File: config.mk
export PLATFORM = sky130hd
export DESIGN_NAME = sel_rr_arb_flat
export DESIGN_NICKNAME = d
export VERILOG_FILES = /design/src/rtl/sel_rr_arb_if.sv /design/src/rtl/sel_rr_arb.sv /design/src/flat_wrapper.sv
export SDC_FILE = /design/constraint.sdc
export NUM_CORES = 1
export LEC_CHECK = 0
export CAP_MARGIN = 20
export CORE_MARGIN = 2
export CORE_UTILIZATION = 44
export CTS_BUF_LIST = sky130_fd_sc_hd__clkbuf_8 sky130_fd_sc_hd__clkbuf_16
export DETAILED_ROUTE_END_ITERATION = 10
export PLACE_DENSITY = 0.83
export SLEW_MARGIN = 5
export SYNTH_ARGS = -nofsm -noshare
export SYNTH_HDL_FRONTEND = slang
export SYNTH_SLANG_ARGS = --single-unit
File: constraint.sdc
create_clock -name clk -period 4.25 [get_ports clk]
set_input_delay 0.85 -clock clk [delete_from_list [all_inputs] [get_ports clk]]
set_output_delay 0.85 -clock clk [all_outputs]
set_load 0.01 [all_outputs]
File: src/rtl/sel_rr_arb_if.sv
// sel_rr_arb_if -- bus bundle for the selector / round-robin arbiter.
//   in_data   : CH*N  channel k data at bits [k*N+N-1 : k*N]
//   in_valid  : CH    per-channel valid
//   in_ready  : CH    per-channel accept strobe (one-hot or zero)
//   out_data  : N     registered selected data
//   out_ch    : SW    registered index of the channel held in out_data
//   out_valid : 1     registered output valid
//   out_ready : 1     downstream accept
// Modports: slave = arbiter side, master = the side driving channels and
// consuming the output.
interface sel_rr_arb_if #(
  parameter int N  = 2,
  parameter int SW = 2
);
  localparam int CH = 2 ** SW;

  logic [CH*N-1:0] in_data;
  logic [CH-1:0]   in_valid;
  logic [CH-1:0]   in_ready;
  logic [N-1:0]    out_data;
  logic [SW-1:0]   out_ch;
  logic            out_valid;
  logic            out_ready;

  modport slave (
    input  in_data, in_valid, out_ready,
    output in_ready, out_data, out_ch, out_valid
  );

  modport master (
    output in_data, in_valid, out_ready,
    input  in_ready, out_data, out_ch, out_valid
  );
endinterface

File: src/rtl/sel_rr_arb.sv
// sel_rr_arb -- N-bit, 2**SW channel selector with a registered output stage.
// mode=0 passes the channel picked by sel; mode=1 arbitrates round-robin,
// letting a channel keep the grant for up to BURST consecutive transfers.
// Ports:
//   clk   : sole clock, rising edge
//   rst_n : synchronous active-low reset
//   mode  : 0 = fixed select, 1 = round-robin
//   sel   : channel index used in fixed mode
//   bus   : sel_rr_arb_if.slave (channel inputs, accept strobes, output stage)
module sel_rr_arb #(
  parameter int N     = 2,
  parameter int SW    = 2,
  parameter int BURST = 1
) (
  input  logic            clk,
  input  logic            rst_n,
  input  logic            mode,
  input  logic [SW-1:0]   sel,
  sel_rr_arb_if.slave     bus
);
  localparam int CH = 2 ** SW;
  localparam int BW = $clog2(BURST + 1);
  localparam logic [BW-1:0] BMAX = BW'(BURST);

  logic [SW-1:0] lg;      // last granted channel
  logic [BW-1:0] bcnt;    // transfers in the current burst, saturates at BMAX

  logic          space;
  logic          grant_ok;
  logic          grant_hold;
  logic [SW-1:0] g;
  logic [SW-1:0] idx;
  logic          load;

  // The output register can take a word when empty or being drained now.
  assign space = !bus.out_valid || bus.out_ready;

  // NOTE: every variable driven here gets a default first so no path leaves
  // it unassigned; otherwise synthesis infers a latch.
  always_comb begin
    grant_ok   = 1'b0;
    grant_hold = 1'b0;
    g          = '0;
    idx        = '0;
    if (!mode) begin
      grant_ok = bus.in_valid[sel];
      g        = sel;
    end else if (bcnt < BMAX && bus.in_valid[lg]) begin
      grant_ok   = 1'b1;
      grant_hold = 1'b1;
      g          = lg;
    end else begin
      // Scan lg+1 .. lg+CH; the SW-bit add wraps, so the last step is lg.
      for (int d = 1; d <= CH; d++) begin
        idx = lg + SW'(d);
        if (!grant_ok && bus.in_valid[idx]) begin
          grant_ok = 1'b1;
          g        = idx;
        end
      end
    end
  end

  // Gating with rst_n keeps in_ready low for the whole reset.
  assign load         = rst_n && space && grant_ok;
  assign bus.in_ready = load ? (CH'(1) << g) : '0;

  // NOTE: sequential state uses non-blocking assignments so every register
  // samples pre-edge values; blocking here would create ordering races.
  // NOTE: out_data is reset as well because a reset must discard any
  // registered word, not just mark it invalid.
  always_ff @(posedge clk) begin
    if (!rst_n) begin
      bus.out_valid <= 1'b0;
      bus.out_data  <= '0;
      bus.out_ch    <= '0;
      lg            <= SW'(CH - 1);   // first RR search starts at channel 0
      bcnt          <= BMAX;
    end else if (load) begin
      bus.out_valid <= 1'b1;
      bus.out_data  <= bus.in_data[g*N +: N];
      bus.out_ch    <= g;
      lg            <= g;
      if (!mode)
        bcnt <= BMAX;                 // fixed mode never leaves a burst open
      else if (grant_hold)
        bcnt <= bcnt + BW'(1);
      else
        bcnt <= BW'(1);
    end else if (bus.out_ready) begin
      bus.out_valid <= 1'b0;
    end
  end
endmodule

File: src/flat_wrapper.sv
// flat-port wrapper written by rule: the top's interface ports become plain ports
module sel_rr_arb_flat 
#(
  parameter int N     = 2,
  parameter int SW    = 2,
  parameter int BURST = 1
)
  (clk, rst_n, mode, sel, bus_in_data, bus_in_valid, bus_out_ready, bus_in_ready, bus_out_data, bus_out_ch, bus_out_valid);
  sel_rr_arb_if #(.N(N), .SW(SW)) bus_i ();
  input  logic clk;
  input  logic rst_n;
  input  logic mode;
  input  logic [SW-1:0] sel;
  input wire logic [$bits(bus_i.in_data)-1:0] bus_in_data;
  input wire logic [$bits(bus_i.in_valid)-1:0] bus_in_valid;
  input wire logic [$bits(bus_i.out_ready)-1:0] bus_out_ready;
  output wire logic [$bits(bus_i.in_ready)-1:0] bus_in_ready;
  output wire logic [$bits(bus_i.out_data)-1:0] bus_out_data;
  output wire logic [$bits(bus_i.out_ch)-1:0] bus_out_ch;
  output wire logic [$bits(bus_i.out_valid)-1:0] bus_out_valid;
  assign bus_i.in_data = bus_in_data;
  assign bus_i.in_valid = bus_in_valid;
  assign bus_i.out_ready = bus_out_ready;
  assign bus_in_ready = bus_i.in_ready;
  assign bus_out_data = bus_i.out_data;
  assign bus_out_ch = bus_i.out_ch;
  assign bus_out_valid = bus_i.out_valid;
  sel_rr_arb #(.N(N), .SW(SW), .BURST(BURST)) u_core (.clk(clk), .rst_n(rst_n), .mode(mode), .sel(sel), .bus(bus_i));
endmodule
# After elaboration in Yosys (flattened, before gate mapping)
# Index checks and enable logic that the tools add are counted.
# totals
regBits,8
# classes
muxes,35
n_reduce_logical,12
shift,2
n_lt_le_gt_ge,6
add_sub_neg,4
# op_table
operator,n
$mux W1,23
$lt A2 B3 Y1 const B,5
$mux W2,6
$bmux W1 S2,5
$shiftx A8 B4 Y2,1
$logic_and A1 B1 Y1,6
$add A2 B2 Y2 const B,2
$logic_not A1 Y1,4
$mux W4,1
$shl A1 B2 Y4 const A,1
$add A2 B1 Y2 const B,1
$reduce_bool A2 Y1,1
$add A1 B1 Y1 const B,1
$logic_or A1 B1 Y1,1
$lt A1 B1 Y1 const B,1

# Logic depth before layout (Yosys ltp)
# depth
word_depth,23
ltp_mapped,7

# Worst setup path after synthesis
# Ideal clock, no wire load.
# synth_timing
path_kind,in2out
start,input bus_in_valid[1]
end,output bus_in_ready[0]
n_path_buf,1
slack_ns,1.059
required_time_ns,3.400
t_arrival_ns,2.341
stages,7
path_cell_list,buf_6 > or4_1 > o21ai_1 > o21ai_1 > a221oi_1 > nand2_1 > nor2_1
# synth_between
elab_chain_cells,22
word_cells_on_any_way,38
cone_classes,1 x shift; 29 x mux; 8 x reduce/logical
# synth_rtl
element,line_no,text
"start, declared",flat_wrapper.sv:15,input wire logic [$bits(bus_i.in_valid)-1:0] bus_in_valid;
$bmux W1 S2,sel_rr_arb.sv:56,if (!grant_ok && bus.in_valid[idx]) begin
$mux W1 (not written as such),sel_rr_arb.sv:56,
$mux W1,sel_rr_arb.sv:56,
$mux W1,sel_rr_arb.sv:48,end else if (bcnt < BMAX && bus.in_valid[lg]) begin
$mux W1,sel_rr_arb.sv:45,if (!mode) begin
$logic_not A1 Y1,sel_rr_arb.sv:56,
$logic_and A1 B1 Y1,sel_rr_arb.sv:56,
$mux W1,sel_rr_arb.sv:56,
[6 not listed],n/a,
$mux W1,sel_rr_arb.sv:45,
$logic_not A1 Y1,sel_rr_arb.sv:56,
$logic_and A1 B1 Y1,sel_rr_arb.sv:56,
$mux W2 or $mux W1 (tied branches),sel_rr_arb.sv:56,
$mux W2 or $mux W1 (tied branches),sel_rr_arb.sv:48,
$mux W2 or $mux W1 (tied branches),sel_rr_arb.sv:45,
$shl A1 B2 Y4 or $logic_and A1 B1 Y1 (tied branches),"sel_rr_arb.sv:66, sel_rr_arb.sv:65",
$mux W4 *,sel_rr_arb.sv:66,assign bus.in_ready = load ? (CH'(1) << g) : '0;
"end, declared",flat_wrapper.sv:17,output wire logic [$bits(bus_i.in_ready)-1:0] bus_in_ready;
# Mark *: on every way between the ends. The rest lies on a longest branch, timed or not. The select of a mux whose other input is x is not followed.

# Worst setup path in the final report
# layout_timing
start,input bus_in_valid[3]
end,output bus_in_ready[1]
# Same word-level chain as after synthesis.

==> flow_metrics.env <==
export IMPL_status="completed"
export IMPL_dp_cells=123
export IMPL_slew_headroom=0.724
export IMPL_setup_violations=0
export IMPL_slew_viol_final=0
export IMPL_synth_edff_count=0
export IMPL_fin_cells=127
export IMPL_ys_types=31
export IMPL_cts_max_level=1
export IMPL_synth_top_area_cell="dfxtp_1"
export IMPL_rsz0062_at_grt="no"
export IMPL_fin_crit_sh=0.967
export IMPL_drt_wl_total_um=1760
export IMPL_syn_cell_area_um2=658
export IMPL_die_x_um=42.7
export IMPL_coreArea_mm2=0.00135
export IMPL_numCtsBuffers=3
export IMPL_p_total_uw=296
export IMPL_viasPerCell=5.69
export IMPL_cp_start_kind="input pin"
export IMPL_wl_per_cell_um=13.8
export IMPL_grt_max_degree=15
export IMPL_port_buffers=26
export IMPL_synth_most_common_cell="nor2_1"
export IMPL_rows=13
export IMPL_finClkSkew_ps=4.09
export IMPL_netlist_top_cells_area="dfxtp_1 (24%), mux2i_1 (9.1%), mux4_2 (6.8%)"
export IMPL_synth_area_per_cell_um2=8.03
export IMPL_antenna_left=0
export IMPL_ir_drop_mv=0.211
export IMPL_syn_inst=82
export IMPL_min_path_type="flip-flop to flip-flop"
export IMPL_die_h_um=42.7
export IMPL_route_detailed_drc=0
export IMPL_dp_hpwl_um=1340
export IMPL_worst_slew_pin_slew_ps=413
export IMPL_hold_viol=0
export IMPL_grt_ovfl_total=0
export IMPL_async_flop_share=0
export IMPL_drt_iter0_markers=18
export IMPL_track_usage=0.208
export IMPL_die_area_mm2=0.00182
export IMPL_arrival_ps=3260
export IMPL_crit_required_ps=3400
export IMPL_antenna_found_initial=0
export IMPL_clockBufferDepth=2
export IMPL_fmax_mhz=243
export IMPL_synth_warnings=0
export IMPL_drv_cap=0
export IMPL_clk_pin_slew_ps=40
export IMPL_synth_nets=100
export IMPL_grt_pass1_vias=699
export IMPL_root_buffer="clkbuf_8"
export IMPL_clk_latency_ps=230
export IMPL_leakage_nw=0.410
export IMPL_reg2reg_depth=6
export IMPL_synth_ff_type="dfxtp_1"
export IMPL_start_util=0.487
export IMPL_diodes=0
export IMPL_powerDensity_mw_per_mm2=297
export IMPL_cts_hold_fix_buffers=0
export IMPL_routabilityCongestion=0.923
export IMPL_cts_sinks=8
export IMPL_yosys_area_top_type_share=0.243
export IMPL_area_growth_pct=51.5
export IMPL_drive_gt1_frac=0.107
export IMPL_timing_final_crit_period_ps=4110
export IMPL_dr_total_vias=723
export IMPL_critical_path_class="input pin to output port"
export IMPL_nets=132
export IMPL_crit_fanout=11
export IMPL_fin_tns_setup_ps=0
export IMPL_io_pins=27
export IMPL_synthTopCellsByCount="nor2_1 (9), dfxtp_1 (8), inv_1 (7), o21ai_0 (7)"
export IMPL_cts_tree="done"
export IMPL_ys_seq_area_frac=0.243
export IMPL_drt_pass1_iterations=4
export IMPL_synth_seq_cells=8
export IMPL_end_kind="output port"
export IMPL_holdPathStages=2
export IMPL_grt_pass1_wl_um=2930
-- state kept, by name, indices dropped and copies added, names as in the netlist --
signal and cells:
u_core.bus.out_ch 2, u_core.bus.out_data 2, u_core.lg 2, u_core.bcnt 1, u_core.bus.out_valid 1
-- cell type report --
cell class | count | area [um2]
Sequential cell | 8 | 160
Multi-Input combinational cell | 63 | 453
Tap cell | 15 | 18.8
Timing Repair Buffer | 31 | 298
Fill cell | 105 | 353
Inverter | 7 | 26.3
Clock buffer | 3 | 41.3
-- path summary, 6_finish.rpt --
check	slack, ps	start	to
setup / recovery	140	bus_in_valid[3]	bus_in_ready[1]
hold / removal	470	u_core.bus.out_data[1]	u_core.bus.out_data[1]
setup reg to reg	2000	u_core.lg[1]	u_core.bus.out_data[1]
hold reg to reg	470	u_core.bus.out_data[1]	u_core.bus.out_data[1]
-- through the flow --
stage / utilization / hold WS, ps / area [um2] / setup slack, ps
2_1_floorplan: - / 425 / 658 / 1060
3_3_place_gp: 0.698 / 447 / 942 / 64.5
3_5_place_dp: 0.698 / 455 / 942 / 27.0
4_1_cts: 0.728 / 467 / 983 / 22.7
5_1_grt: 0.739 / 487 / 997 / 3.76
6_report: 0.739 / 468 / 997 / 140
-- cell usage in the layout, fill, tap and decap left out, drive strengths merged, types with 3 or more instances in the layout --
cell	instances
clkdlybuf4s50	26
nor2	9
o21ai	9
dfxtp	8
inv	7
mux2i	7
nand2	6
buf	5
a21oi	4
o221ai	3
clkbuf	3
-- worst max-delay path, stage by stage --
cell             delay (ps)
clkdlybuf4s50_1         560
or4_1                   470
o21ai_1                 130
o21ai_1                 100
a221oi_2                310
nand2_1                 180
nor2_1                  110
clkdlybuf4s50_1         550
-- kinds of logic (layout without fill, tap and decap cells) --
family | Yosys count | count (layout) | synth area share
buffers and inverters | 11 | 41 | 0.0779
multiplexers | 9 | 9 | 0.194
AND/OR/NAND/NOR | 28 | 28 | 0.213
AO/OA/AOI/OAI | 26 | 26 | 0.272
flip-flops | 8 | 8 | 0.243
-- power breakdown --
group | total, mW | internal (mW) | switching [mW]
sequential | 0.0936 | 0.0840 | 0.00955
combinational | 0.113 | 0.0647 | 0.0488
clock | 0.0893 | 0.0612 | 0.0281
total | 0.296 | 0.210 | 0.0864
-- routing by layer --
layer / up-vias / wire (um) / track usage
li1: 367 / - / -
met2: 17 / 874 / 0.348
met5: - / 0 / 0
met4: 0 / 23 / 0.0938
met3: 4 / 40 / 0.0170
met1: 335 / 817 / 0.269
-- what timing repair did --
item | 4_1_cts | 5_1_grt
resized for setup | 0 | 1
buffers inserted | 0 | 1
endpoints found under the setup margin | 0 | 4
No activity file was read; power rests on OpenSTA's default activity.
